===== src/rtl/instr_decode_stage_if.sv =====
`default_nettype none
// ============================================================================
//  Module      : instr_decode_stage_if
//  Description : Instruction, decoded-output, writeback and scoreboard
//                signals of the decode stage.
//  Revision    : 1.0 - initial release
// ============================================================================
interface instr_decode_stage_if;
    logic [31:0] instr;
    logic        instr_valid;
    logic        instr_ready;
    logic        out_valid;
    logic        out_ready;
    logic [3:0]  opcode;
    logic [3:0]  dest;
    logic [3:0]  srcadd1;
    logic [3:0]  srcadd2;
    logic [31:0] imm;
    logic        wb_valid;
    logic [3:0]  wb_dest;
    logic [15:0] pending;
    logic [15:0] stall_cnt;

    modport master (
        output instr, instr_valid, out_ready, wb_valid, wb_dest,
        input  instr_ready, out_valid, opcode, dest, srcadd1, srcadd2, imm,
               pending, stall_cnt
    );

    modport slave (
        input  instr, instr_valid, out_ready, wb_valid, wb_dest,
        output instr_ready, out_valid, opcode, dest, srcadd1, srcadd2, imm,
               pending, stall_cnt
    );
endinterface
`default_nettype wire


===== src/rtl/instr_decode_stage.sv =====
`default_nettype none
// ============================================================================
//  Module      : instr_decode_stage
//  Description : Single-register decode stage with a pending-write
//                scoreboard that stalls RAW/WAW hazards, plus a saturating
//                stall counter.
//  Revision    : 1.0 - initial release
// ============================================================================
module instr_decode_stage #(
    parameter bit         IMM_SEXT    = 1'b1,
    parameter bit         HAZARD_EN   = 1'b1,
    parameter logic [3:0] NOWB_OPCODE = 4'b1111
) (
    input  logic                  clk,
    input  logic                  reset_n,
    instr_decode_stage_if.slave   bus
);

    typedef enum logic [0:0] {
        S_EMPTY = 1'b0,
        S_FULL  = 1'b1
    } state_t;

    state_t      r_state;
    state_t      w_state_nxt;

    logic [3:0]  r_opcode;
    logic [3:0]  r_dest;
    logic [3:0]  r_src1;
    logic [3:0]  r_src2;
    logic [31:0] r_imm;
    logic [15:0] r_pending;
    logic [15:0] r_stall_cnt;

    logic [3:0]  w_op;
    logic [3:0]  w_dst;
    logic [3:0]  w_s1;
    logic [3:0]  w_s2;
    logic [31:0] w_imm_ext;
    logic        w_writes;
    logic [15:0] w_clr_mask;
    logic [15:0] w_set_mask;
    logic [15:0] w_eff;
    logic        w_hazard;
    logic        w_ready;
    logic        w_accept;

    assign w_op  = bus.instr[31:28];
    assign w_dst = bus.instr[27:24];
    assign w_s1  = bus.instr[23:20];
    assign w_s2  = bus.instr[19:16];

    generate
        if (IMM_SEXT) begin : g_sext
            assign w_imm_ext = {{16{bus.instr[15]}}, bus.instr[15:0]};
        end else begin : g_zext
            assign w_imm_ext = {16'h0000, bus.instr[15:0]};
        end
    endgenerate

    // Writeback clears its bit before the hazard check so a retiring
    // register unblocks the dependent instruction in the same cycle.
    assign w_writes   = (w_op != NOWB_OPCODE);
    assign w_clr_mask = bus.wb_valid ? (16'h0001 << bus.wb_dest) : 16'h0000;
    assign w_eff      = r_pending & ~w_clr_mask;
    assign w_hazard   = HAZARD_EN &&
                        (w_eff[w_s1] || w_eff[w_s2] || (w_writes && w_eff[w_dst]));

    assign w_ready    = reset_n && !w_hazard && ((r_state == S_EMPTY) || bus.out_ready);
    assign w_accept   = bus.instr_valid && w_ready;
    assign w_set_mask = (w_accept && w_writes) ? (16'h0001 << w_dst) : 16'h0000;

    always_comb begin
        w_state_nxt = r_state;
        case (r_state)
            S_EMPTY: if (w_accept) w_state_nxt = S_FULL;
            S_FULL:  if (bus.out_ready && !w_accept) w_state_nxt = S_EMPTY;
            default: w_state_nxt = S_EMPTY;
        endcase
    end

    always_ff @(posedge clk or negedge reset_n) begin
        if (!reset_n) begin
            r_state <= S_EMPTY;
        end else begin
            r_state <= w_state_nxt;
        end
    end

    always_ff @(posedge clk or negedge reset_n) begin
        if (!reset_n) begin
            r_opcode <= 4'h0;
            r_dest   <= 4'h0;
            r_src1   <= 4'h0;
            r_src2   <= 4'h0;
            r_imm    <= 32'h0000_0000;
        end else if (w_accept) begin
            r_opcode <= w_op;
            r_dest   <= w_dst;
            r_src1   <= w_s1;
            r_src2   <= w_s2;
            r_imm    <= w_imm_ext;
        end
    end

    // OR-ing the set mask last lets a same-cycle issue win over writeback.
    always_ff @(posedge clk or negedge reset_n) begin
        if (!reset_n) begin
            r_pending <= 16'h0000;
        end else begin
            r_pending <= w_eff | w_set_mask;
        end
    end

    always_ff @(posedge clk or negedge reset_n) begin
        if (!reset_n) begin
            r_stall_cnt <= 16'h0000;
        end else if (bus.instr_valid && w_hazard && (r_stall_cnt != 16'hFFFF)) begin
            r_stall_cnt <= r_stall_cnt + 16'h0001;
        end
    end

    assign bus.instr_ready = w_ready;
    assign bus.out_valid   = (r_state == S_FULL);
    assign bus.opcode      = r_opcode;
    assign bus.dest        = r_dest;
    assign bus.srcadd1     = r_src1;
    assign bus.srcadd2     = r_src2;
    assign bus.imm         = r_imm;
    assign bus.pending     = r_pending;
    assign bus.stall_cnt   = r_stall_cnt;

endmodule
`default_nettype wire


===== src/flat_wrapper.sv =====
// flat-port wrapper written by rule: the top's interface ports become plain ports
module instr_decode_stage_flat 
#(
    parameter bit         IMM_SEXT    = 1'b1,
    parameter bit         HAZARD_EN   = 1'b1,
    parameter logic [3:0] NOWB_OPCODE = 4'b1111
)
  (clk, reset_n, bus_instr, bus_instr_valid, bus_out_ready, bus_wb_valid, bus_wb_dest, bus_instr_ready, bus_out_valid, bus_opcode, bus_dest, bus_srcadd1, bus_srcadd2, bus_imm, bus_pending, bus_stall_cnt);
  instr_decode_stage_if bus_i ();
  input  logic clk;
  input  logic reset_n;
  input wire logic [$bits(bus_i.instr)-1:0] bus_instr;
  input wire logic [$bits(bus_i.instr_valid)-1:0] bus_instr_valid;
  input wire logic [$bits(bus_i.out_ready)-1:0] bus_out_ready;
  input wire logic [$bits(bus_i.wb_valid)-1:0] bus_wb_valid;
  input wire logic [$bits(bus_i.wb_dest)-1:0] bus_wb_dest;
  output wire logic [$bits(bus_i.instr_ready)-1:0] bus_instr_ready;
  output wire logic [$bits(bus_i.out_valid)-1:0] bus_out_valid;
  output wire logic [$bits(bus_i.opcode)-1:0] bus_opcode;
  output wire logic [$bits(bus_i.dest)-1:0] bus_dest;
  output wire logic [$bits(bus_i.srcadd1)-1:0] bus_srcadd1;
  output wire logic [$bits(bus_i.srcadd2)-1:0] bus_srcadd2;
  output wire logic [$bits(bus_i.imm)-1:0] bus_imm;
  output wire logic [$bits(bus_i.pending)-1:0] bus_pending;
  output wire logic [$bits(bus_i.stall_cnt)-1:0] bus_stall_cnt;
  assign bus_i.instr = bus_instr;
  assign bus_i.instr_valid = bus_instr_valid;
  assign bus_i.out_ready = bus_out_ready;
  assign bus_i.wb_valid = bus_wb_valid;
  assign bus_i.wb_dest = bus_wb_dest;
  assign bus_instr_ready = bus_i.instr_ready;
  assign bus_out_valid = bus_i.out_valid;
  assign bus_opcode = bus_i.opcode;
  assign bus_dest = bus_i.dest;
  assign bus_srcadd1 = bus_i.srcadd1;
  assign bus_srcadd2 = bus_i.srcadd2;
  assign bus_imm = bus_i.imm;
  assign bus_pending = bus_i.pending;
  assign bus_stall_cnt = bus_i.stall_cnt;
  instr_decode_stage #(.IMM_SEXT(IMM_SEXT), .HAZARD_EN(HAZARD_EN), .NOWB_OPCODE(NOWB_OPCODE)) u_core (.clk(clk), .reset_n(reset_n), .bus(bus_i));
endmodule

===== config.mk =====
export PLATFORM = sky130hd
export DESIGN_NAME = instr_decode_stage_flat
export DESIGN_NICKNAME = d
export VERILOG_FILES = /design/src/rtl/instr_decode_stage_if.sv /design/src/rtl/instr_decode_stage.sv /design/src/flat_wrapper.sv
export SDC_FILE = /design/constraint.sdc
export NUM_CORES = 1
export LEC_CHECK = 0
export CAP_MARGIN = 10
export CORE_AREA = 2 2 90 92
export DETAILED_ROUTE_END_ITERATION = 6
export DIE_AREA = 0 0 92 94
export PLACE_DENSITY = 0.82
export SLEW_MARGIN = 15
export SYNTH_ARGS = -nofsm -noshare
export SYNTH_HDL_FRONTEND = slang
export SYNTH_SLANG_ARGS = --single-unit

===== constraint.sdc =====
create_clock -name clk -period 4.5 [get_ports clk]
set_input_delay 1.125 -clock clk [delete_from_list [all_inputs] [get_ports clk]]
set_output_delay 1.125 -clock clk [all_outputs]
set_load 0.005 [all_outputs]

==> results.tsv <==
metric	value	unit
status	finished clean	
avgSynthCellArea	11.1	um2
slew_violations	0	
final.min_clock_period	4340	ps
netlist_area	0.00336	mm2
detail_route.iter0.violations	138	
synth-adder-area-share	0.372	%
netlist.area_leader.share	48.4	%
min_from	u_core.bus.stall_cnt[5]	
startpoint	bus_wb_dest[1]	
timing_hold_violations_final	0	
min_period_over_period	96.4	%
place_ws	-630	ps
synth-compound-area-share	14.2	%
die_h	94	um
grt_setup_unrepaired	false	
synthToLayoutAreaGrowth	55.9	%
pin_count	123	
cts-hold-fix-buffers	0	
synth_ff_type	sky130_fd_sc_hd__dfrtp_1	
grt_start_max_net_pins	66	
routed-via-count	3092	
floorplan.core_area	0.00761	mm2
first_global_vias	3079	
number_of_distinct_library_cell_variants_in_the_gate_level_netlist_after_synthesis	52	
stdcell_count	569	
synthesized_flop_and_latch_total	65	
crit_path_cell_trace	dlygate4sd2_1 -> or3b_4 -> o211ai_1 -> a31oi_1 -> a2111o_1 -> a32o_2 -> nor3_4 -> clkdlybuf4s15_2	
average_wire_per_standard_cell	17.2	um
synth.most_common_cell	sky130_fd_sc_hd__dfrtp_1	
synth-simple-area-share	13.0	%
wirelength	9.77	mm
synth_edf_count	0	
timing_worst_slew_pin_value	823	ps
max-cap-violations	0	
cts_root_buf	sky130_fd_sc_hd__clkbuf_8	
worst_slew_margin_rel	45.2	%
ys_async_sr_fraction	100	%
place_area	0.00491	mm2
synth.net_count	345	
hold_crit_class	flop to flop	
setup_viol	0	
route.antenna.remaining_nets	0	
dieArea	0.00865	mm2
global_route.usage.total	23.3	%
globalRouteOverflowTotal	0	
cts_num_sinks	65	
drt_first_pass_iters	4	
cp_slowest_stage_delay	450	ps
start_kind	input port	
rows	32	
portBuffers	122	
power-per-cell-area	442	mW/mm2
worstPathRequired	3380	ps
drt-vias-per-instance	5.43	
fillers	604	
cp_max_fo	6	
leakage_power_summed_over_all_cells	0.00221	uW
dp_hpwl	7.25	mm
cts-htree-levels	3	
cts_buffers	9	
fp.dieW	92	um
worst_ir_drop_vdd	315	uV
crit-reg2reg-launch	u_core.bus.stall_cnt[3]	
final_weighted_congestion_in_routability_driven_placement	0.937	
synth.top_cells.by_count	sky130_fd_sc_hd__dfrtp_1 (65), sky130_fd_sc_hd__mux2_2 (36), sky130_fd_sc_hd__buf_4 (18), sky130_fd_sc_hd__o21ai_1 (18), sky130_fd_sc_hd__o21ai_0 (15)	
drc_errors	0	
finClkSkew	10.6	ps
critical_path_endpoint_category	output port	
dp.cells	548	
post_synth_mux_area_share	14.3	%
critPathKind	input port to output port	
ctsLongestPathBuffers	2	
start_util	44.2	%
antenna_cells_inserted	0	
nets	504	
post_synth_xor_area_fraction	3.39	%
fraction_of_final_layout_cells_with_drive_strength_greater_than_1	28.5	%
clk_pin_slew	80	ps
worst_skew_pair_later_pin_latency	340	ps
timing.fmax	231	MHz
setup_ws	164	ps
synth_top_family_by_area	multiplexers	
ys_seq_area_share	48.4	%
clock_tree_from_tritoncts	built	
arrival	3210	ps
grt_pass1_wl	15.6	mm
ys_top_cells_by_area	sky130_fd_sc_hd__dfrtp_1 (48%), sky130_fd_sc_hd__mux2_2 (12%), sky130_fd_sc_hd__buf_4 (4.0%)	
yosysTopAreaCell	sky130_fd_sc_hd__dfrtp_1	
critical-path-slowest-cell	sky130_fd_sc_hd__or3b_4	
post_synth_inst_count	303	
yosys_warnings	0	
final_cell_area	0.00524	mm2
antenna_found_initial	0	
## layout by cell type, fill, tap and decap left out, types with 9 or more instances in the layout
cell	instances
sky130_fd_sc_hd__clkdlybuf4s50_1	115
sky130_fd_sc_hd__dfrtp_1	65
sky130_fd_sc_hd__buf_4	55
sky130_fd_sc_hd__mux2_2	36
sky130_fd_sc_hd__o21ai_1	26
sky130_fd_sc_hd__xor2_1	13
sky130_fd_sc_hd__nand3_1	11
sky130_fd_sc_hd__nor2_1	11
sky130_fd_sc_hd__o211ai_1	10
sky130_fd_sc_hd__nor3_1	10
sky130_fd_sc_hd__clkbuf_8	10
sky130_fd_sc_hd__nand2_1	9
## per-stage QoR
step	util (%)	hold WS [ps]	setup TNS (ps)	total power (uW)
finish	68.9	495	0	2320
global route	68.9	517	0	2450
global placement	64.6	476	-549	1730
detailed placement	64.6	483	-630	1750
floorplan	-	477	0	1210
CTS	68.4	500	0	2340
## flip-flops by register name, summed over array words and instances, names as in the netlist
| signal | cells |
|---|---|
| u_core.bus.imm | 16 |
| u_core.bus.pending | 16 |
| u_core.bus.stall_cnt | 16 |
| u_core.bus.dest | 4 |
| u_core.bus.opcode | 4 |
| u_core.bus.srcadd1 | 4 |
| u_core.bus.srcadd2 | 4 |
| u_core.bus.out_valid | 1 |
## worst max-delay path: cells and delay by family
family                 cells  cell delay [ps]
and+or+nand+nor            2              590
buffers and inverters      2              500
AOI/OAI and AO/OA          4              990
## kinds of logic (layout without fill, tap and decap cells)
group           count (synthesis)  in the layout
compound gates                 71             71
xor+xnor                       13             13
fa+ha+maj                       1              1
buf+inv                        37            201
flops                          65             65
mux                            41             41
simple gates                   75             75
## final cells by class
cell class / instances / area, um2 / share of cell area [%]
clock inverters: 6 / 90.1 / 1.72
clock buffers: 10 / 138 / 2.63
flip-flops and latches: 65 / 1630 / 31.0
multi-input cells: 201 / 1580 / 30.2
repair buffers: 178 / 1650 / 31.5
inverters: 7 / 26.3 / 0.501
well taps: 102 / 128 / 2.43
## path summary, 6_finish.rpt
check | to | slack (ps) | depth (start not counted)
setup reg to reg | u_core.bus.stall_cnt[1] | 1870 | 8
hold reg to reg | u_core.bus.stall_cnt[5] | 500 | 1
hold / removal | u_core.bus.stall_cnt[5] | 500 | 1
max in group asynchronous | u_core.bus.pending[6] | 2970 | 2
setup / recovery | bus_instr_ready | 160 | 8
min in group asynchronous | u_core.bus.imm[14] | 1000 | 2
## power breakdown
group | total, uW | internal [uW] | switching, uW
clock network | 568 | 329 | 239
registers | 870 | 745 | 126
logic | 881 | 586 | 295
total | 2320 | 1660 | 660
## layer usage
layer | global-route usage [%] | vias to the layer above | wire, um
met2 | 37.8 | 126 | 4780
met5 | 0 | - | 0
met3 | 5.94 | 18 | 649
met1 | 30.7 | 1512 | 4130
met4 | 7.84 | 0 | 209
li1 | - | 1436 | -
## repair_timing
item	4_1_cts	5_1_grt
pin swaps	7	0
endpoints found under the setup margin	1	1
resized for setup	19	13
buffers inserted	5	0
Power figures use the tool's default switching activity.
